$ cat src/rtl/vga_text_writer_if.sv
// Command and RAM-write bundle for vga_text_writer.
// Latency: none; wires only.
// Backpressure: cmd_valid/cmd_ready handshake; RAM write side has no backpressure.
//
// Signals:
//   cmd_valid, cmd_op, cmd_x, cmd_y, cmd_w, cmd_h, cmd_char, cmd_color : command from master
//   cmd_ready, busy, cmd_err                                           : status to master
//   wren, wrencolor, wraddress, wrdata, wcolor                         : text/colour RAM writes
//   wrencursor, wcursorAddress, wcursor                                : cursor RAM writes
// The master modport drives commands and observes everything else.
// The slave modport belongs to the writer block.
interface vga_text_writer_if;
  logic        cmd_valid;
  logic        cmd_ready;
  logic [1:0]  cmd_op;
  logic [6:0]  cmd_x;
  logic [5:0]  cmd_y;
  logic [6:0]  cmd_w;
  logic [5:0]  cmd_h;
  logic [7:0]  cmd_char;
  logic [7:0]  cmd_color;
  logic        busy;
  logic        cmd_err;

  logic        wren;
  logic        wrencolor;
  logic [11:0] wraddress;
  logic [7:0]  wrdata;
  logic [7:0]  wcolor;
  logic        wrencursor;
  logic [1:0]  wcursorAddress;
  logic [7:0]  wcursor;

  modport master (
    output cmd_valid, cmd_op, cmd_x, cmd_y, cmd_w, cmd_h, cmd_char, cmd_color,
    input  cmd_ready, busy, cmd_err,
    input  wren, wrencolor, wraddress, wrdata, wcolor,
    input  wrencursor, wcursorAddress, wcursor
  );

  modport slave (
    input  cmd_valid, cmd_op, cmd_x, cmd_y, cmd_w, cmd_h, cmd_char, cmd_color,
    output cmd_ready, busy, cmd_err,
    output wren, wrencolor, wraddress, wrdata, wcolor,
    output wrencursor, wcursorAddress, wcursor
  );
endinterface

$ cat src/rtl/vga_text_writer.sv
// Text-mode VGA writer: executes PUT / FILL / CURSOR / CLEAR commands as text, colour and cursor RAM writes.
// Latency: first write appears in the cycle after acceptance; one write per cycle thereafter.
// Backpressure: cmd_ready is high only when idle; a held cmd_valid waits until the current command ends.
//
// Ports:
//   clk25MHz : single rising-edge clock
//   reset    : synchronous, active-high; aborts any command in progress
//   bus      : vga_text_writer_if.slave (command handshake, status, RAM write ports)
// Optional feature: define VGA_TEXT_WRITER_FILL_EN to build the rectangular FILL engine.
// Without it, FILL (op 01) is rejected with a cmd_err pulse and writes nothing.
module vga_text_writer #(
  parameter int         COLS        = 80,
  parameter int         ROWS        = 40,
  parameter logic [7:0] CLEAR_COLOR = 8'hF2,
  parameter logic [7:0] CLEAR_CHAR  = 8'h20
) (
  input  logic            clk25MHz,
  input  logic            reset,
  vga_text_writer_if.slave bus
);

  localparam logic [11:0] LAST_ADDR = 12'(COLS * ROWS - 1);
  localparam logic [11:0] COLS_A    = 12'(COLS);
  localparam logic [7:0]  COLS_W    = 8'(COLS);
  localparam logic [6:0]  ROWS_W    = 7'(ROWS);

  localparam logic [1:0] OP_PUT    = 2'b00;
  localparam logic [1:0] OP_FILL   = 2'b01;
  localparam logic [1:0] OP_CURSOR = 2'b10;
  localparam logic [1:0] OP_CLEAR  = 2'b11;

`ifdef VGA_TEXT_WRITER_FILL_EN
  typedef enum logic [2:0] {IDLE, PUT, FILL, CUR_X, CUR_Y, CLEAR} state_t;
`else
  typedef enum logic [2:0] {IDLE, PUT, CUR_X, CUR_Y, CLEAR} state_t;
`endif

  // Row-major cell address; always within 0..COLS*ROWS-1 when callers range-check first.
  function automatic logic [11:0] cell_addr(input logic [5:0] row, input logic [6:0] col);
    return 12'(row) * COLS_A + 12'(col);
  endfunction

  state_t      state_q, state_d;
  logic        wr_en_q, wr_en_d;
  logic [11:0] wraddress_q, wraddress_d;
  logic [7:0]  wrdata_q, wrdata_d;
  logic [7:0]  wcolor_q, wcolor_d;
  logic        cur_en_q, cur_en_d;
  logic [1:0]  cur_addr_q, cur_addr_d;
  logic [7:0]  cur_data_q, cur_data_d;
  logic [5:0]  cur_y_q, cur_y_d;
  logic        err_q, err_d;

  logic ready;
  logic accept;
  logic x_ok;
  logic y_ok;

  assign ready  = (state_q == IDLE) && !reset;
  assign accept = bus.cmd_valid && ready;
  assign x_ok   = ({1'b0, bus.cmd_x} < COLS_W);
  assign y_ok   = ({1'b0, bus.cmd_y} < ROWS_W);

`ifdef VGA_TEXT_WRITER_FILL_EN
  // Rectangle bookkeeping. The end bounds are clipped to the screen on
  // acceptance so stepping never has to visit (or skip over) off-screen cells.
  logic [6:0] fill_x0_q, fill_x0_d;
  logic [6:0] fill_col_q, fill_col_d;
  logic [5:0] fill_row_q, fill_row_d;
  logic [7:0] fill_ecol_q, fill_ecol_d;
  logic [6:0] fill_erow_q, fill_erow_d;

  logic [7:0] fill_xend;
  logic [6:0] fill_yend;
  logic       fill_ok;

  assign fill_xend = {1'b0, bus.cmd_x} + {1'b0, bus.cmd_w};
  assign fill_yend = {1'b0, bus.cmd_y} + {1'b0, bus.cmd_h};
  assign fill_ok   = (bus.cmd_w != 7'd0) && (bus.cmd_h != 6'd0) && x_ok && y_ok;
`else
  logic unused_fill_fields;
  assign unused_fill_fields = ^{bus.cmd_w, bus.cmd_h};
`endif

  always_comb begin
    state_d     = state_q;
    wr_en_d     = 1'b0;
    wraddress_d = wraddress_q;
    wrdata_d    = wrdata_q;
    wcolor_d    = wcolor_q;
    cur_en_d    = 1'b0;
    cur_addr_d  = cur_addr_q;
    cur_data_d  = cur_data_q;
    cur_y_d     = cur_y_q;
    err_d       = 1'b0;
`ifdef VGA_TEXT_WRITER_FILL_EN
    fill_x0_d   = fill_x0_q;
    fill_col_d  = fill_col_q;
    fill_row_d  = fill_row_q;
    fill_ecol_d = fill_ecol_q;
    fill_erow_d = fill_erow_q;
`endif

    case (state_q)
      IDLE: begin
        if (accept) begin
          case (bus.cmd_op)
            OP_PUT: begin
              // PUT always spends one cycle in PUT; the write or the error
              // pulse is presented during that cycle.
              state_d = PUT;
              if (x_ok && y_ok) begin
                wr_en_d     = 1'b1;
                wraddress_d = cell_addr(bus.cmd_y, bus.cmd_x);
                wrdata_d    = bus.cmd_char;
                wcolor_d    = bus.cmd_color;
              end else begin
                err_d = 1'b1;
              end
            end
            OP_FILL: begin
`ifdef VGA_TEXT_WRITER_FILL_EN
              state_d = FILL;
              if (fill_ok) begin
                wr_en_d     = 1'b1;
                wraddress_d = cell_addr(bus.cmd_y, bus.cmd_x);
                wrdata_d    = bus.cmd_char;
                wcolor_d    = bus.cmd_color;
                fill_x0_d   = bus.cmd_x;
                fill_col_d  = bus.cmd_x;
                fill_row_d  = bus.cmd_y;
                fill_ecol_d = (fill_xend > COLS_W) ? COLS_W : fill_xend;
                fill_erow_d = (fill_yend > ROWS_W) ? ROWS_W : fill_yend;
              end
`else
              // Unsupported in this build: reuse the one-cycle PUT path as a reject.
              state_d = PUT;
              err_d   = 1'b1;
`endif
            end
            OP_CURSOR: begin
              state_d    = CUR_X;
              cur_en_d   = 1'b1;
              cur_addr_d = 2'd0;
              cur_data_d = {1'b0, bus.cmd_x};
              cur_y_d    = bus.cmd_y;
            end
            default: begin
              state_d     = CLEAR;
              wr_en_d     = 1'b1;
              wraddress_d = 12'd0;
              wrdata_d    = CLEAR_CHAR;
              wcolor_d    = CLEAR_COLOR;
            end
          endcase
        end
      end

      PUT: state_d = IDLE;

`ifdef VGA_TEXT_WRITER_FILL_EN
      FILL: begin
        // A degenerate FILL enters with no write pending; it just returns.
        // Otherwise the cell shown this cycle is (fill_col_q, fill_row_q).
        if (!wr_en_q) begin
          state_d = IDLE;
        end else if (({1'b0, fill_col_q} + 8'd1) < fill_ecol_q) begin
          fill_col_d  = fill_col_q + 7'd1;
          wr_en_d     = 1'b1;
          wraddress_d = cell_addr(fill_row_q, fill_col_q + 7'd1);
        end else if (({1'b0, fill_row_q} + 7'd1) < fill_erow_q) begin
          fill_col_d  = fill_x0_q;
          fill_row_d  = fill_row_q + 6'd1;
          wr_en_d     = 1'b1;
          wraddress_d = cell_addr(fill_row_q + 6'd1, fill_x0_q);
        end else begin
          state_d = IDLE;
        end
      end
`endif

      CUR_X: begin
        state_d    = CUR_Y;
        cur_en_d   = 1'b1;
        cur_addr_d = 2'd1;
        cur_data_d = {2'b00, cur_y_q};
      end

      CUR_Y: state_d = IDLE;

      CLEAR: begin
        // wraddress_q doubles as the sweep counter.
        if (wraddress_q == LAST_ADDR) begin
          state_d = IDLE;
        end else begin
          wr_en_d     = 1'b1;
          wraddress_d = wraddress_q + 12'd1;
        end
      end

      default: state_d = IDLE;
    endcase
  end

  always_ff @(posedge clk25MHz) begin
    if (reset) begin
      state_q     <= IDLE;
      wr_en_q     <= 1'b0;
      wraddress_q <= 12'd0;
      wrdata_q    <= 8'd0;
      wcolor_q    <= 8'd0;
      cur_en_q    <= 1'b0;
      cur_addr_q  <= 2'd0;
      cur_data_q  <= 8'd0;
      cur_y_q     <= 6'd0;
      err_q       <= 1'b0;
`ifdef VGA_TEXT_WRITER_FILL_EN
      fill_x0_q   <= 7'd0;
      fill_col_q  <= 7'd0;
      fill_row_q  <= 6'd0;
      fill_ecol_q <= 8'd0;
      fill_erow_q <= 7'd0;
`endif
    end else begin
      state_q     <= state_d;
      wr_en_q     <= wr_en_d;
      wraddress_q <= wraddress_d;
      wrdata_q    <= wrdata_d;
      wcolor_q    <= wcolor_d;
      cur_en_q    <= cur_en_d;
      cur_addr_q  <= cur_addr_d;
      cur_data_q  <= cur_data_d;
      cur_y_q     <= cur_y_d;
      err_q       <= err_d;
`ifdef VGA_TEXT_WRITER_FILL_EN
      fill_x0_q   <= fill_x0_d;
      fill_col_q  <= fill_col_d;
      fill_row_q  <= fill_row_d;
      fill_ecol_q <= fill_ecol_d;
      fill_erow_q <= fill_erow_d;
`endif
    end
  end

  // busy is the complement of cmd_ready except while reset holds both low.
  assign bus.cmd_ready      = ready;
  assign bus.busy           = (state_q != IDLE) && !reset;
  assign bus.cmd_err        = err_q;
  assign bus.wren           = wr_en_q;
  assign bus.wrencolor      = wr_en_q;
  assign bus.wraddress      = wraddress_q;
  assign bus.wrdata         = wrdata_q;
  assign bus.wcolor         = wcolor_q;
  assign bus.wrencursor     = cur_en_q;
  assign bus.wcursorAddress = cur_addr_q;
  assign bus.wcursor        = cur_data_q;

endmodule
$ cat src/flat_wrapper.sv
// flat-port wrapper written by rule: the top's interface ports become plain ports
module vga_text_writer_flat 
#(
  parameter int         COLS        = 80,
  parameter int         ROWS        = 40,
  parameter logic [7:0] CLEAR_COLOR = 8'hF2,
  parameter logic [7:0] CLEAR_CHAR  = 8'h20
)
  (clk25MHz, reset, bus_cmd_valid, bus_cmd_op, bus_cmd_x, bus_cmd_y, bus_cmd_w, bus_cmd_h, bus_cmd_char, bus_cmd_color, bus_cmd_ready, bus_busy, bus_cmd_err, bus_wren, bus_wrencolor, bus_wraddress, bus_wrdata, bus_wcolor, bus_wrencursor, bus_wcursorAddress, bus_wcursor);
  vga_text_writer_if bus_i ();
  input  logic clk25MHz;
  input  logic reset;
  input wire logic [$bits(bus_i.cmd_valid)-1:0] bus_cmd_valid;
  input wire logic [$bits(bus_i.cmd_op)-1:0] bus_cmd_op;
  input wire logic [$bits(bus_i.cmd_x)-1:0] bus_cmd_x;
  input wire logic [$bits(bus_i.cmd_y)-1:0] bus_cmd_y;
  input wire logic [$bits(bus_i.cmd_w)-1:0] bus_cmd_w;
  input wire logic [$bits(bus_i.cmd_h)-1:0] bus_cmd_h;
  input wire logic [$bits(bus_i.cmd_char)-1:0] bus_cmd_char;
  input wire logic [$bits(bus_i.cmd_color)-1:0] bus_cmd_color;
  output wire logic [$bits(bus_i.cmd_ready)-1:0] bus_cmd_ready;
  output wire logic [$bits(bus_i.busy)-1:0] bus_busy;
  output wire logic [$bits(bus_i.cmd_err)-1:0] bus_cmd_err;
  output wire logic [$bits(bus_i.wren)-1:0] bus_wren;
  output wire logic [$bits(bus_i.wrencolor)-1:0] bus_wrencolor;
  output wire logic [$bits(bus_i.wraddress)-1:0] bus_wraddress;
  output wire logic [$bits(bus_i.wrdata)-1:0] bus_wrdata;
  output wire logic [$bits(bus_i.wcolor)-1:0] bus_wcolor;
  output wire logic [$bits(bus_i.wrencursor)-1:0] bus_wrencursor;
  output wire logic [$bits(bus_i.wcursorAddress)-1:0] bus_wcursorAddress;
  output wire logic [$bits(bus_i.wcursor)-1:0] bus_wcursor;
  assign bus_i.cmd_valid = bus_cmd_valid;
  assign bus_i.cmd_op = bus_cmd_op;
  assign bus_i.cmd_x = bus_cmd_x;
  assign bus_i.cmd_y = bus_cmd_y;
  assign bus_i.cmd_w = bus_cmd_w;
  assign bus_i.cmd_h = bus_cmd_h;
  assign bus_i.cmd_char = bus_cmd_char;
  assign bus_i.cmd_color = bus_cmd_color;
  assign bus_cmd_ready = bus_i.cmd_ready;
  assign bus_busy = bus_i.busy;
  assign bus_cmd_err = bus_i.cmd_err;
  assign bus_wren = bus_i.wren;
  assign bus_wrencolor = bus_i.wrencolor;
  assign bus_wraddress = bus_i.wraddress;
  assign bus_wrdata = bus_i.wrdata;
  assign bus_wcolor = bus_i.wcolor;
  assign bus_wrencursor = bus_i.wrencursor;
  assign bus_wcursorAddress = bus_i.wcursorAddress;
  assign bus_wcursor = bus_i.wcursor;
  vga_text_writer #(.COLS(COLS), .ROWS(ROWS), .CLEAR_COLOR(CLEAR_COLOR), .CLEAR_CHAR(CLEAR_CHAR)) u_core (.clk25MHz(clk25MHz), .reset(reset), .bus(bus_i));
endmodule
$ cat config.mk
export PLATFORM = sky130hd
export DESIGN_NAME = vga_text_writer_flat
export DESIGN_NICKNAME = d
export VERILOG_FILES = /design/src/rtl/vga_text_writer_if.sv /design/src/rtl/vga_text_writer.sv /design/src/flat_wrapper.sv
export SDC_FILE = /design/constraint.sdc
export NUM_CORES = 1
export LEC_CHECK = 0
export ABC_CLOCK_PERIOD_IN_PS = 7870
export BUFFER_PORTS_ARGS = -buffer_cell sky130_fd_sc_hd__buf_2
export CAP_MARGIN = 20
export CORE_UTILIZATION = 45
export CTS_CLUSTER_DIAMETER = 200
export DETAILED_ROUTE_END_ITERATION = 8
export GPL_TIMING_DRIVEN = 0
export PLACE_DENSITY = 0.73
export SYNTH_ARGS = -nofsm -noshare
export SYNTH_HDL_FRONTEND = slang
export SYNTH_SLANG_ARGS = --single-unit
export TNS_END_PERCENT = 10
$ cat constraint.sdc
create_clock -name clk25MHz -period 7.87 [get_ports clk25MHz]
set_clock_uncertainty 0.1 [all_clocks]
set_input_delay 1.574 -clock clk25MHz [delete_from_list [all_inputs] [get_ports clk25MHz]]
set_output_delay 1.574 -clock clk25MHz [all_outputs]
set_load 0.01 [all_outputs]
==> flow_metrics.env <==
export IMPL_status="finished clean"
export IMPL_grt_usage_pct=22.7
export IMPL_syn_inst=320
export IMPL_slew_violations=0
export IMPL_core_um2=5610
export IMPL_crit_fanout=10
export IMPL_grt_pass1_wl_um=11100
export IMPL_start_kind="primary input"
export IMPL_crit_arrival_ns=2.71
export IMPL_nNetsFinal=469
export IMPL_hold_viol=0
export IMPL_rsz0062_at_grt="false"
export IMPL_via_per_inst=5.43
export IMPL_setup_violations=0
export IMPL_cts_clk_slew_worst_paths_ns=0.09
export IMPL_cts_resized_gates=0
export IMPL_holdCritPathClass="flop to flop"
export IMPL_fp_row_count=27
export IMPL_ys_flop_type="dfxtp_1"
export IMPL_numCtsBuffers=5
export IMPL_clk_latency_ns=0.30
export IMPL_finalWirelength_um=6760
export IMPL_yosysTopAreaCell="dfxtp_1"
export IMPL_grt_max_degree=16
export IMPL_grt_overflow=0
export IMPL_ant_nets=0
export IMPL_yosysSeqAreaShare_pct=36.0
export IMPL_synth_seq_cells=48
export IMPL_antenna_found_initial=0
export IMPL_worst_pin_slew_ns=0.907
export IMPL_pin_count=91
export IMPL_port_buffers=75
export IMPL_drive_gt1_share_pct=26.5
export IMPL_die_h_um=79.1
export IMPL_maxCapViolCount=0
export IMPL_p_leak_nw=1.43
export IMPL_die_w_um=79.1
export IMPL_diodes=0
export IMPL_ys_warn_count=0
export IMPL_drtPass1Iterations=4
export IMPL_drc=0
export IMPL_post_cts_buffers=0
export IMPL_syn_area_um2=2670
export IMPL_async_flop_share_pct=0
export IMPL_clockBufferDepth=2
export IMPL_synth_edf_count=0
export IMPL_dp_hpwl_um=5160
export IMPL_hold_buffers=0
export IMPL_start_util_pct=47.7
export IMPL_grt_pass1_vias=2379
export IMPL_crit_required_ns=6.20
export IMPL_cts_tree="built"
export IMPL_clockRootBuffer="clkbuf_8"
export IMPL_fin_util_pct=58.2
export IMPL_htree_levels=2
export IMPL_numClockSinks=48
export IMPL_dieArea_um2=6250
export IMPL_crit_type="primary input to output port"
export IMPL_drt_iter0_markers=168
export IMPL_synth_top_area_share_pct=36.0
export IMPL_syn_area_per_cell_um2=8.35
export IMPL_ir_drop_uv=71.5
export IMPL_synth_area_leaders="dfxtp_1, ha_1, nand2_1"
export IMPL_min_period_ns=4.39
export IMPL_period_share_pct=55.8
export IMPL_routabilityCongestion=0.944
export IMPL_wl_per_cell_um=14.2
export IMPL_slew_headroom_pct=39.4
export IMPL_vias=2583
export IMPL_tns_ns=0
export IMPL_powerDensity_nw_per_um2=171
export IMPL_area_growth_pct=22.1
export IMPL_whs_ns=0.356
export IMPL_synth_distinct_cells=48
export IMPL_endpoint_kind="output port"
export IMPL_max_freq_ghz=0.228
export IMPL_n_fill_cell=572
[layer usage]
layer | up-vias | share of wire [%] | global-route usage (%)
li1 | 1288 | - | -
met1 | 1208 | 46 | 29.8
met2 | 75 | 47 | 37.3
met3 | 12 | 5.2 | 3.45
met4 | 0 | 2.0 | 8.91
met5 | - | 0 | 0
[final timing paths]
check	from	end	slack (ns)	cells after the start
max	reset	bus_busy	3.48	5
min	u_core.bus.wcursorAddress[0]	u_core.bus.wcursorAddress[0]	0.36	2
max reg2reg	u_core.bus.wraddress[0]	u_core.bus.wren	5.83	7
min reg2reg	u_core.bus.wcursorAddress[0]	u_core.bus.wcursorAddress[0]	0.36	2
[sequential cells by signal, indices dropped and copies added (netlist names)]
register / cells
u_core.cur_y_q: 6
u_core.bus.wcursorAddress: 1
u_core.bus.wren: 1
u_core.state_q: 3
u_core.bus.wcursor: 7
u_core.bus.wrencursor: 1
u_core.bus.cmd_err: 1
u_core.bus.wcolor: 8
u_core.bus.wraddress: 12
u_core.bus.wrdata: 8
[worst max-delay path, cell delays in order]
cell and delay (ns):
buf_2 0.13, clkbuf_1 0.36, buf_1 0.40, nor2_1 0.09, buf_2 0.15
[stage by stage]
| stage | power (mW) | std cells | worst slack [ns] | cell area [µm²] |
|---|---|---|---|---|
| after floorplan | 0.335 | 321 | 3.96 | 2680 |
| after CTS | 0.562 | 476 | 3.48 | 3260 |
| after global routing | 0.585 | 476 | 3.32 | 3260 |
| after detailed placement | 0.374 | 468 | 3.48 | 3140 |
| after global placement | 0.372 | 468 | 3.49 | 3140 |
| final | 0.557 | 476 | 3.48 | 3260 |
[layout by cell type (no fill, tap or decap), drive strengths merged, types with 2 or more instances in the layout]
master	instances
buf	87
dfxtp	48
nand2	41
nor2	39
a21oi	22
ha	17
o21ai	15
clkbuf	15
inv	13
nor3	13
nand3	13
a22oi	12
nor3b	9
a311oi	7
xor2	7
and3	4
o32ai	4
a31oi	3
a21o	3
xnor2	3
nor4b	2
or3	2
a2111oi	2
fa	2
conb	2
nor4	2
o22ai	2
[cells in the mapped netlist, types with 2 or more instances]
master      n
a2111oi_0   2
a21o_1      3
a21oi_1    22
a22oi_1     2
a22oi_2    10
a311oi_1    7
a31oi_1     3
and3_1      4
buf_2       5
buf_4       4
clkbuf_1    9
dfxtp_1    48
fa_1        2
ha_1       17
inv_1      13
nand2_1    41
nand3_1    13
nor2_1     39
nor3_1     13
nor3b_1     9
nor4b_1     2
o21ai_0    13
o21ai_1     2
o32ai_1     4
or3_1       2
xnor2_1     3
xor2_1      7
[logic make-up after synthesis]
| group | share of synthesized area [%] |
|---|---|
| AOI/OAI and AO/OA | 20.6 |
| xor gates and xnor gates | 3.28 |
| adders and majority gates | 9.46 |
| buffers and inverters | 6.46 |
| DFF | 36.0 |
| other | 0.140 |
| and+or+nand+nor | 24.2 |
[layout make-up]
cell class,instances,area (µm²),area share [%]
Sequential cell,48,961,29.4
Timing Repair Buffer,75,375,11.5
Multi-Input combinational cell,239,1540,47.3
Buffer,21,124,3.80
Clock inverter,2,38.8,1.19
Inverter,13,48.8,1.50
Clock buffer,6,82.6,2.53
Tap cell,72,90.1,2.76
[where the power goes]
group	switching [mW]	total (mW)	leakage, nW	internal (mW)
registers	0.00694	0.259	0.389	0.252
logic	0.0646	0.111	0.976	0.0464
clock network	0.0829	0.187	0.0614	0.104
total	0.155	0.557	1.43	0.402
Power figures use the tool's default switching activity.
